`src/rtl/vospi_packet_parser_pkg.sv`:
```
// Shared VoSPI constants, the parser state type and the header field helpers.
// Used by the packet parser and the word unpacker.
package vospi_packet_parser_pkg;

  localparam logic [15:0] DISCARD_MASK = 16'h0F00;  // ID[11:8] all ones marks a discard packet
  localparam logic [15:0] NUM_MASK     = 16'h0FFF;  // ID[11:0] is the packet number

  typedef enum logic [1:0] {
    HDR,
    PIX,
    DROP
  } state_t;

  // First 16-bit VoSPI item of a packed word: bytes 0 and 1, big-endian.
  function automatic logic [15:0] item_a(input logic [31:0] w);
    return {w[7:0], w[15:8]};
  endfunction

  // Second 16-bit VoSPI item of a packed word: bytes 2 and 3, big-endian.
  function automatic logic [15:0] item_b(input logic [31:0] w);
    return {w[23:16], w[31:24]};
  endfunction

  function automatic logic is_discard(input logic [15:0] id);
    return (id & DISCARD_MASK) == DISCARD_MASK;
  endfunction

  function automatic logic id_matches(input logic [15:0] id, input logic [11:0] num);
    return (id & NUM_MASK) == {4'h0, num};
  endfunction

endpackage

```
`src/rtl/vospi_packet_parser_if.sv`:
```
// Stream bundle around the parser: packed 32-bit words in, 16-bit pixels out.
// The slave modport is the parser's view; master is the surrounding system.
interface vospi_packet_parser_if;
  logic [31:0] s_tdata;
  logic        s_tvalid;
  logic        s_tready;
  logic [15:0] m_tdata;
  logic        m_tvalid;
  logic        m_tready;
  logic        m_tuser;
  logic        m_tlast;

  modport slave (
    input  s_tdata, s_tvalid, m_tready,
    output s_tready, m_tdata, m_tvalid, m_tuser, m_tlast
  );

  modport master (
    output s_tdata, s_tvalid, m_tready,
    input  s_tready, m_tdata, m_tvalid, m_tuser, m_tlast
  );
endinterface

```
`src/rtl/vospi_word_unpack.sv`:
```
// 32->16 unpacker: holds one packed word and presents item A then item B,
// carrying start-of-frame, end-of-line and end-of-frame tags with the pixels.
module vospi_word_unpack
  import vospi_packet_parser_pkg::*;
(
  input  logic        clk,
  input  logic        rst_n,
  input  logic        load,
  input  logic [31:0] word,
  input  logic        sof,
  input  logic        eol,
  input  logic        eof,
  output logic        ready,
  output logic [15:0] m_tdata,
  output logic        m_tvalid,
  input  logic        m_tready,
  output logic        m_tuser,
  output logic        m_tlast,
  output logic        m_teof
);

  logic [31:0] hold;
  logic        half;   // 0: item A on the output, 1: item B
  logic        sof_r;
  logic        eol_r;
  logic        eof_r;

  // A new word fits when nothing is presented or item B leaves this cycle.
  assign ready    = !m_tvalid || (half && m_tready);
  assign m_tdata  = half ? item_b(hold) : item_a(hold);
  assign m_tuser  = m_tvalid && !half && sof_r;
  assign m_tlast  = m_tvalid && half && eol_r;
  assign m_teof   = m_tvalid && half && eof_r;

  always_ff @(posedge clk or negedge rst_n) begin
    if (!rst_n) begin
      // NOTE: the hold register is reset too because it drives m_tdata directly.
      hold     <= '0;
      half     <= 1'b0;
      m_tvalid <= 1'b0;
      sof_r    <= 1'b0;
      eol_r    <= 1'b0;
      eof_r    <= 1'b0;
    end else if (load) begin
      // NOTE: non-blocking assignments so every flop samples pre-edge values.
      hold     <= word;
      half     <= 1'b0;
      m_tvalid <= 1'b1;
      sof_r    <= sof;
      eol_r    <= eol;
      eof_r    <= eof;
    end else if (m_tvalid && m_tready) begin
      if (!half) begin
        half <= 1'b1;
      end else begin
        m_tvalid <= 1'b0;
      end
    end
  end

endmodule

```
`src/rtl/vospi_packet_parser.sv`:
```
// VoSPI packet parser: header check, discard filtering and packet-number
// sequencing around a 32->16 unpacker that produces the Lepton pixel stream.
module vospi_packet_parser
  import vospi_packet_parser_pkg::*;
#(
  parameter int LINES  = 60,
  parameter int PIXELS = 80
) (
  input  logic                 clk,
  input  logic                 rst_n,
  vospi_packet_parser_if.slave bus,
  output logic                 in_sync,
  output logic                 sync_err,
  output logic                 frame_done
);

  localparam int WORDS = PIXELS / 2;
  localparam int CW    = $clog2(WORDS + 1);
  localparam int EW    = $clog2(LINES);

  state_t        state;
  logic [CW-1:0] wcnt;
  logic [EW-1:0] expected;
  logic          ready_en;
  logic          unpack_ready;
  logic          accept;
  logic          last_word;
  logic          m_teof;
  logic [15:0]   hdr_id;

  assign hdr_id        = item_a(bus.s_tdata);
  // ready_en keeps s_tready low while reset is asserted and high from the first clock after.
  assign bus.s_tready  = ready_en && ((state != PIX) || unpack_ready);
  assign accept        = bus.s_tvalid && bus.s_tready;
  assign last_word     = (wcnt == CW'(WORDS));

  vospi_word_unpack u_unpack (
    .clk      (clk),
    .rst_n    (rst_n),
    .load     (accept && (state == PIX)),
    .word     (bus.s_tdata),
    .sof      ((wcnt == CW'(1)) && (expected == '0)),
    .eol      (last_word),
    .eof      (last_word && (expected == EW'(LINES - 1))),
    .ready    (unpack_ready),
    .m_tdata  (bus.m_tdata),
    .m_tvalid (bus.m_tvalid),
    .m_tready (bus.m_tready),
    .m_tuser  (bus.m_tuser),
    .m_tlast  (bus.m_tlast),
    .m_teof   (m_teof)
  );

  always_ff @(posedge clk or negedge rst_n) begin
    if (!rst_n) begin
      state      <= HDR;
      wcnt       <= '0;
      expected   <= '0;
      ready_en   <= 1'b0;
      in_sync    <= 1'b0;
      sync_err   <= 1'b0;
      frame_done <= 1'b0;
    end else begin
      ready_en   <= 1'b1;
      sync_err   <= 1'b0;
      frame_done <= bus.m_tvalid && bus.m_tready && m_teof;

      if (accept) begin
        wcnt <= last_word ? '0 : wcnt + CW'(1);
      end

      case (state)
        HDR: begin
          if (accept) begin
            if (is_discard(hdr_id)) begin
              state <= DROP;
            end else if (id_matches(hdr_id, 12'(expected))) begin
              state   <= PIX;
              in_sync <= 1'b1;
            end else begin
              state    <= DROP;
              sync_err <= in_sync;
              in_sync  <= 1'b0;
              expected <= '0;
            end
          end
        end
        // The line is complete once its last word is in the unpacker; the tags
        // travel with the pixels, so the next header can be taken right away.
        PIX: begin
          if (accept && last_word) begin
            state    <= HDR;
            expected <= (expected == EW'(LINES - 1)) ? '0 : expected + EW'(1);
          end
        end
        DROP: begin
          if (accept && last_word) begin
            state <= HDR;
          end
        end
        default: state <= HDR;
      endcase
    end
  end

endmodule

```
`src/flat_wrapper.sv`:
```
// flat-port wrapper written by rule: the top's interface ports become plain ports
module vospi_packet_parser_flat import vospi_packet_parser_pkg::*;
#(
  parameter int LINES  = 60,
  parameter int PIXELS = 80
)
  (clk, rst_n, in_sync, sync_err, frame_done, bus_s_tdata, bus_s_tvalid, bus_m_tready, bus_s_tready, bus_m_tdata, bus_m_tvalid, bus_m_tuser, bus_m_tlast);
  vospi_packet_parser_if bus_i ();
  input  logic clk;
  input  logic rst_n;
  output logic in_sync;
  output logic sync_err;
  output logic frame_done;
  input wire logic [$bits(bus_i.s_tdata)-1:0] bus_s_tdata;
  input wire logic [$bits(bus_i.s_tvalid)-1:0] bus_s_tvalid;
  input wire logic [$bits(bus_i.m_tready)-1:0] bus_m_tready;
  output wire logic [$bits(bus_i.s_tready)-1:0] bus_s_tready;
  output wire logic [$bits(bus_i.m_tdata)-1:0] bus_m_tdata;
  output wire logic [$bits(bus_i.m_tvalid)-1:0] bus_m_tvalid;
  output wire logic [$bits(bus_i.m_tuser)-1:0] bus_m_tuser;
  output wire logic [$bits(bus_i.m_tlast)-1:0] bus_m_tlast;
  assign bus_i.s_tdata = bus_s_tdata;
  assign bus_i.s_tvalid = bus_s_tvalid;
  assign bus_i.m_tready = bus_m_tready;
  assign bus_s_tready = bus_i.s_tready;
  assign bus_m_tdata = bus_i.m_tdata;
  assign bus_m_tvalid = bus_i.m_tvalid;
  assign bus_m_tuser = bus_i.m_tuser;
  assign bus_m_tlast = bus_i.m_tlast;
  vospi_packet_parser #(.LINES(LINES), .PIXELS(PIXELS)) u_core (.clk(clk), .rst_n(rst_n), .bus(bus_i), .in_sync(in_sync), .sync_err(sync_err), .frame_done(frame_done));
endmodule
```
`config.mk`:
```
export PLATFORM = sky130hd
export DESIGN_NAME = vospi_packet_parser_flat
export DESIGN_NICKNAME = d
export VERILOG_FILES = /design/src/rtl/vospi_packet_parser_pkg.sv /design/src/rtl/vospi_packet_parser_if.sv /design/src/rtl/vospi_word_unpack.sv /design/src/rtl/vospi_packet_parser.sv /design/src/flat_wrapper.sv
export SDC_FILE = /design/constraint.sdc
export NUM_CORES = 1
export LEC_CHECK = 0
export BUFFER_PORTS_ARGS = -buffer_cell sky130_fd_sc_hd__buf_4
export CORE_UTILIZATION = 49
export DETAILED_ROUTE_END_ITERATION = 8
export HOLD_SLACK_MARGIN = 0.1
export PLACE_DENSITY_LB_ADDON = 0.25
export SLEW_MARGIN = 40
export SYNTH_ARGS = -nofsm -noshare
export SYNTH_HDL_FRONTEND = slang
export SYNTH_SLANG_ARGS = --single-unit
```
`constraint.sdc`:
```
create_clock -name clk -period 1.9 [get_ports clk]
set_clock_uncertainty 0.2 [all_clocks]
set_input_delay 0.38 -clock clk [delete_from_list [all_inputs] [get_ports clk]]
set_output_delay 0.38 -clock clk [all_outputs]
set_load 0.01 [all_outputs]
```
==> results.md <==
- Status: complete, but fails checks
- Failing checks: negative setup slack
- Sequential share of the synthesized area: 0.494
- Dpl cell area: approximately 3500 um^2
- Crit-path max FO: 9
- Max incr delay on CP: around 0.45 ns
- Post-synthesis cell count: about 240
- Cell Rows: 27
- Max-slew violations: 0
- Inst Count DP: around 390
- Critical path arrival: between 1 and 1.5 ns
- Post-synth top cells: dfrtp_1 (55), mux2_2 (48), nand2_1 (18), inv_1 (14), o21ai_0 (10)
- Max_cap viols: 0
- Largest net degree at the start of global routing: 30
- Synth top area share: 0.494
- Routed WL: 7260 um
- Core area: ~5500 um^2
- Via count: approximately 2300
- Antenna violations before repair: 0
- Worst setup margin: -0.127 ns
- Clock buffer depth: 2
- Distinct cells, synth: between 40 and 50
- Most numerous cell in the Yosys netlist: dfrtp_1
- CTS tree: built
- CTS Root Cell: clkbuf_8
- Final hold viol count: 0
- Grt ovf: 0
- TNS Setup: -3.65 ns
- Routed Antenna Nets: 0
- Top-level I/O count: 59
- Fin crit period: about 2.0 ns
- Die area: between 5000 and 6000 um^2
- Hold WC Path Type: in2reg
- Syn nets: 280
- Final cycle utilization of the critical path: 1.07
- RSZ-0062 raised after global routing: true
- Cell area after synthesis: 2790 um^2
- WS Path Type: reg2out
- Synth area leaders: dfrtp_1 (49%), mux2_2 (19%), ha_1 (3.1%)
- Diodes inserted: 0
- DR pass1 iterations: 4
- FF+latch area: 1380 um^2
- Vias in the first global route: around 2500
- Layout cells sized above 1: 0.515
- First-pass GRT wire length: about 11000 um
- DRT iter0 DRCs: between 100 and 150
- Vias per inst: approximately 5.4
- CTS HTree Levels: 2
- Average size of a mapped cell: 11.8 um^2
- Crit path max-delay family: flip-flops
- Total CTS buffers: 5
- Overall power: 2650 uW
- Fill count: 333
- Cell accounting for the most synthesized area: dfrtp_1
- Worst IR Drop VDD: 0.000357 V
- CP required: 1.32 ns
- LEAKAGE: roughly 0.0020 uW
- Post-DR wirelength/cell: about 17 um
- Crit end category: output pin
- Synthesis Warnings: 0
- Latest clock arrival within the worst-skew pair: roughly 0.32 ns
- Total Routing Usage GR: 0.244
- DP HPWL: approximately 4400 um
- Clock sinks: 55
- Layout Nets: ~400
- Cell Chain, Critical Path: clkbuf_16 > mux2_2 > buf_4
- Residual DRC count: 0
- CP max stage cell: dfrtp_2
- Buf/Inv on CP: 2
- Crit path launch type: register
- Multi-input logic area: approximately 1400 um^2
- CTS clk-pin slew, worst paths: roughly 0.10 ns
- Post-route cell area: 4160 um^2
- Register bit total from synthesis: between 50 and 60
- Layout area overhead: 49.3%
- Number of buffers added on ports: 58
- Async SR Flop Fraction: 1.00
- GPL Wtd Cong: approximately 0.86
- Die span in y: ~77 um
- Layout Cells excl Fill: about 430
- F_max: 493 MHz
- Die width: between 70 and 80 um
- Final setup viols: 58
- Number of flops mapped to enable cells by yosys: 0
- PwrDens: 636 nW/um^2
- Primary FF master, synth: dfrtp_1
- Initial core utilization: 0.506
-- repair_timing --
item                                    CTS  global route
endpoints found under the hold margin    41             3
pin swaps                                 5             7
setup buffers                             8             2
hold buffers                             16             3
endpoints found under the setup margin   56            60
resized for setup                        11            29
cloned                                    1             3
-- layout by cell type, fill, tap and decap left out, types with 4 or more instances in the layout --
cell type / synthesis / routed
nand3_1: 4 / 4
buf_6: 0 / 12
nand2_1: 18 / 17
xor2_1: 4 / 4
inv_1: 14 / 11
mux2_4: 1 / 6
a21oi_1: 5 / 4
dlygate4sd3_1: 0 / 19
o21ai_0: 10 / 9
dfrtp_1: 55 / 54
ha_1: 7 / 4
and4_1: 5 / 5
clkbuf_8: 0 / 5
buf_4: 0 / 86
mux2_2: 48 / 43
nand4_1: 4 / 4
nor2_1: 8 / 7
-- layout make-up --
| type | count | share of cell area |
|---|---|---|
| Inverter | 14 | 0.0126 |
| Multi-Input combinational cell | 156 | 0.335 |
| Tap cell | 72 | 0.0217 |
| Clock inverter | 2 | 0.00933 |
| Timing Repair Buffer | 124 | 0.273 |
| Clock buffer | 6 | 0.0174 |
| Sequential cell | 55 | 0.331 |
-- path summary, 6_finish.rpt --
check,start,slack (ns),to,cells after the start
worst max register to register,u_core.state[0],-0.10,u_core.expected[5],6
max in group asynchronous,rst_n,0.72,u_core.wcnt[5],3
min in group asynchronous,rst_n,0.31,u_core.frame_done,2
worst min register to register,u_core.u_unpack.hold[6],0.31,u_core.u_unpack.hold[6],1
worst max-delay path,u_core.u_unpack.half,-0.13,bus_m_tdata[4],3
worst min-delay path,bus_s_tdata[20],0.1,u_core.u_unpack.hold[20],2
-- flip-flops by register name, indices dropped and copies added (netlist names) --
signal,flops
u_core.u_unpack.eol_r,1
u_core.u_unpack.sof_r,1
u_core.u_unpack.m_tvalid,1
u_core.expected,6
u_core.ready_en,1
u_core.u_unpack.half,1
u_core.u_unpack.hold,32
u_core.state,2
u_core.sync_err,1
u_core.in_sync,1
u_core.u_unpack.eof_r,1
u_core.frame_done,1
u_core.wcnt,6
-- power breakdown --
part | switching [uW] | total (uW) | leakage (uW) | internal (uW)
clock network | 395 | 793 | 0.0000558 | 399
registers | 61.2 | 1290 | 0.000736 | 1230
logic | 267 | 563 | 0.00125 | 297
-- cell families after synthesis --
group | synth area share
DFF | 0.494
and+or+nand+nor | 0.103
muxes | 0.207
AOI/OAI and AO/OA | 0.103
buffers and inverters | 0.0382
adders and majority gates | 0.0314
xor gates and xnor gates | 0.0220
other | 0.00135
-- layer usage --
metal | GRT usage | wire length (um) | vias up
met4 | 0.0679 | 182 | 0
met2 | 0.440 | 3600 | 91
met1 | 0.293 | 3080 | 1136
met3 | 0.0506 | 394 | 21
li1 | - | - | 1078
met5 | 0 | 0 | -
-- stage by stage --
stage / hold WS [ns] / util / worst slack, ns
2_1_floorplan: -0.116 / - / 0.00388
3_3_place_gp: 0.121 / 0.643 / -0.0965
3_5_place_dp: 0.118 / 0.643 / -0.145
4_1_cts: 0.101 / 0.715 / -0.0794
5_1_grt: 0.101 / 0.755 / -0.200
6_report: 0.0973 / 0.755 / -0.127
Power figures use the tool's default switching activity.
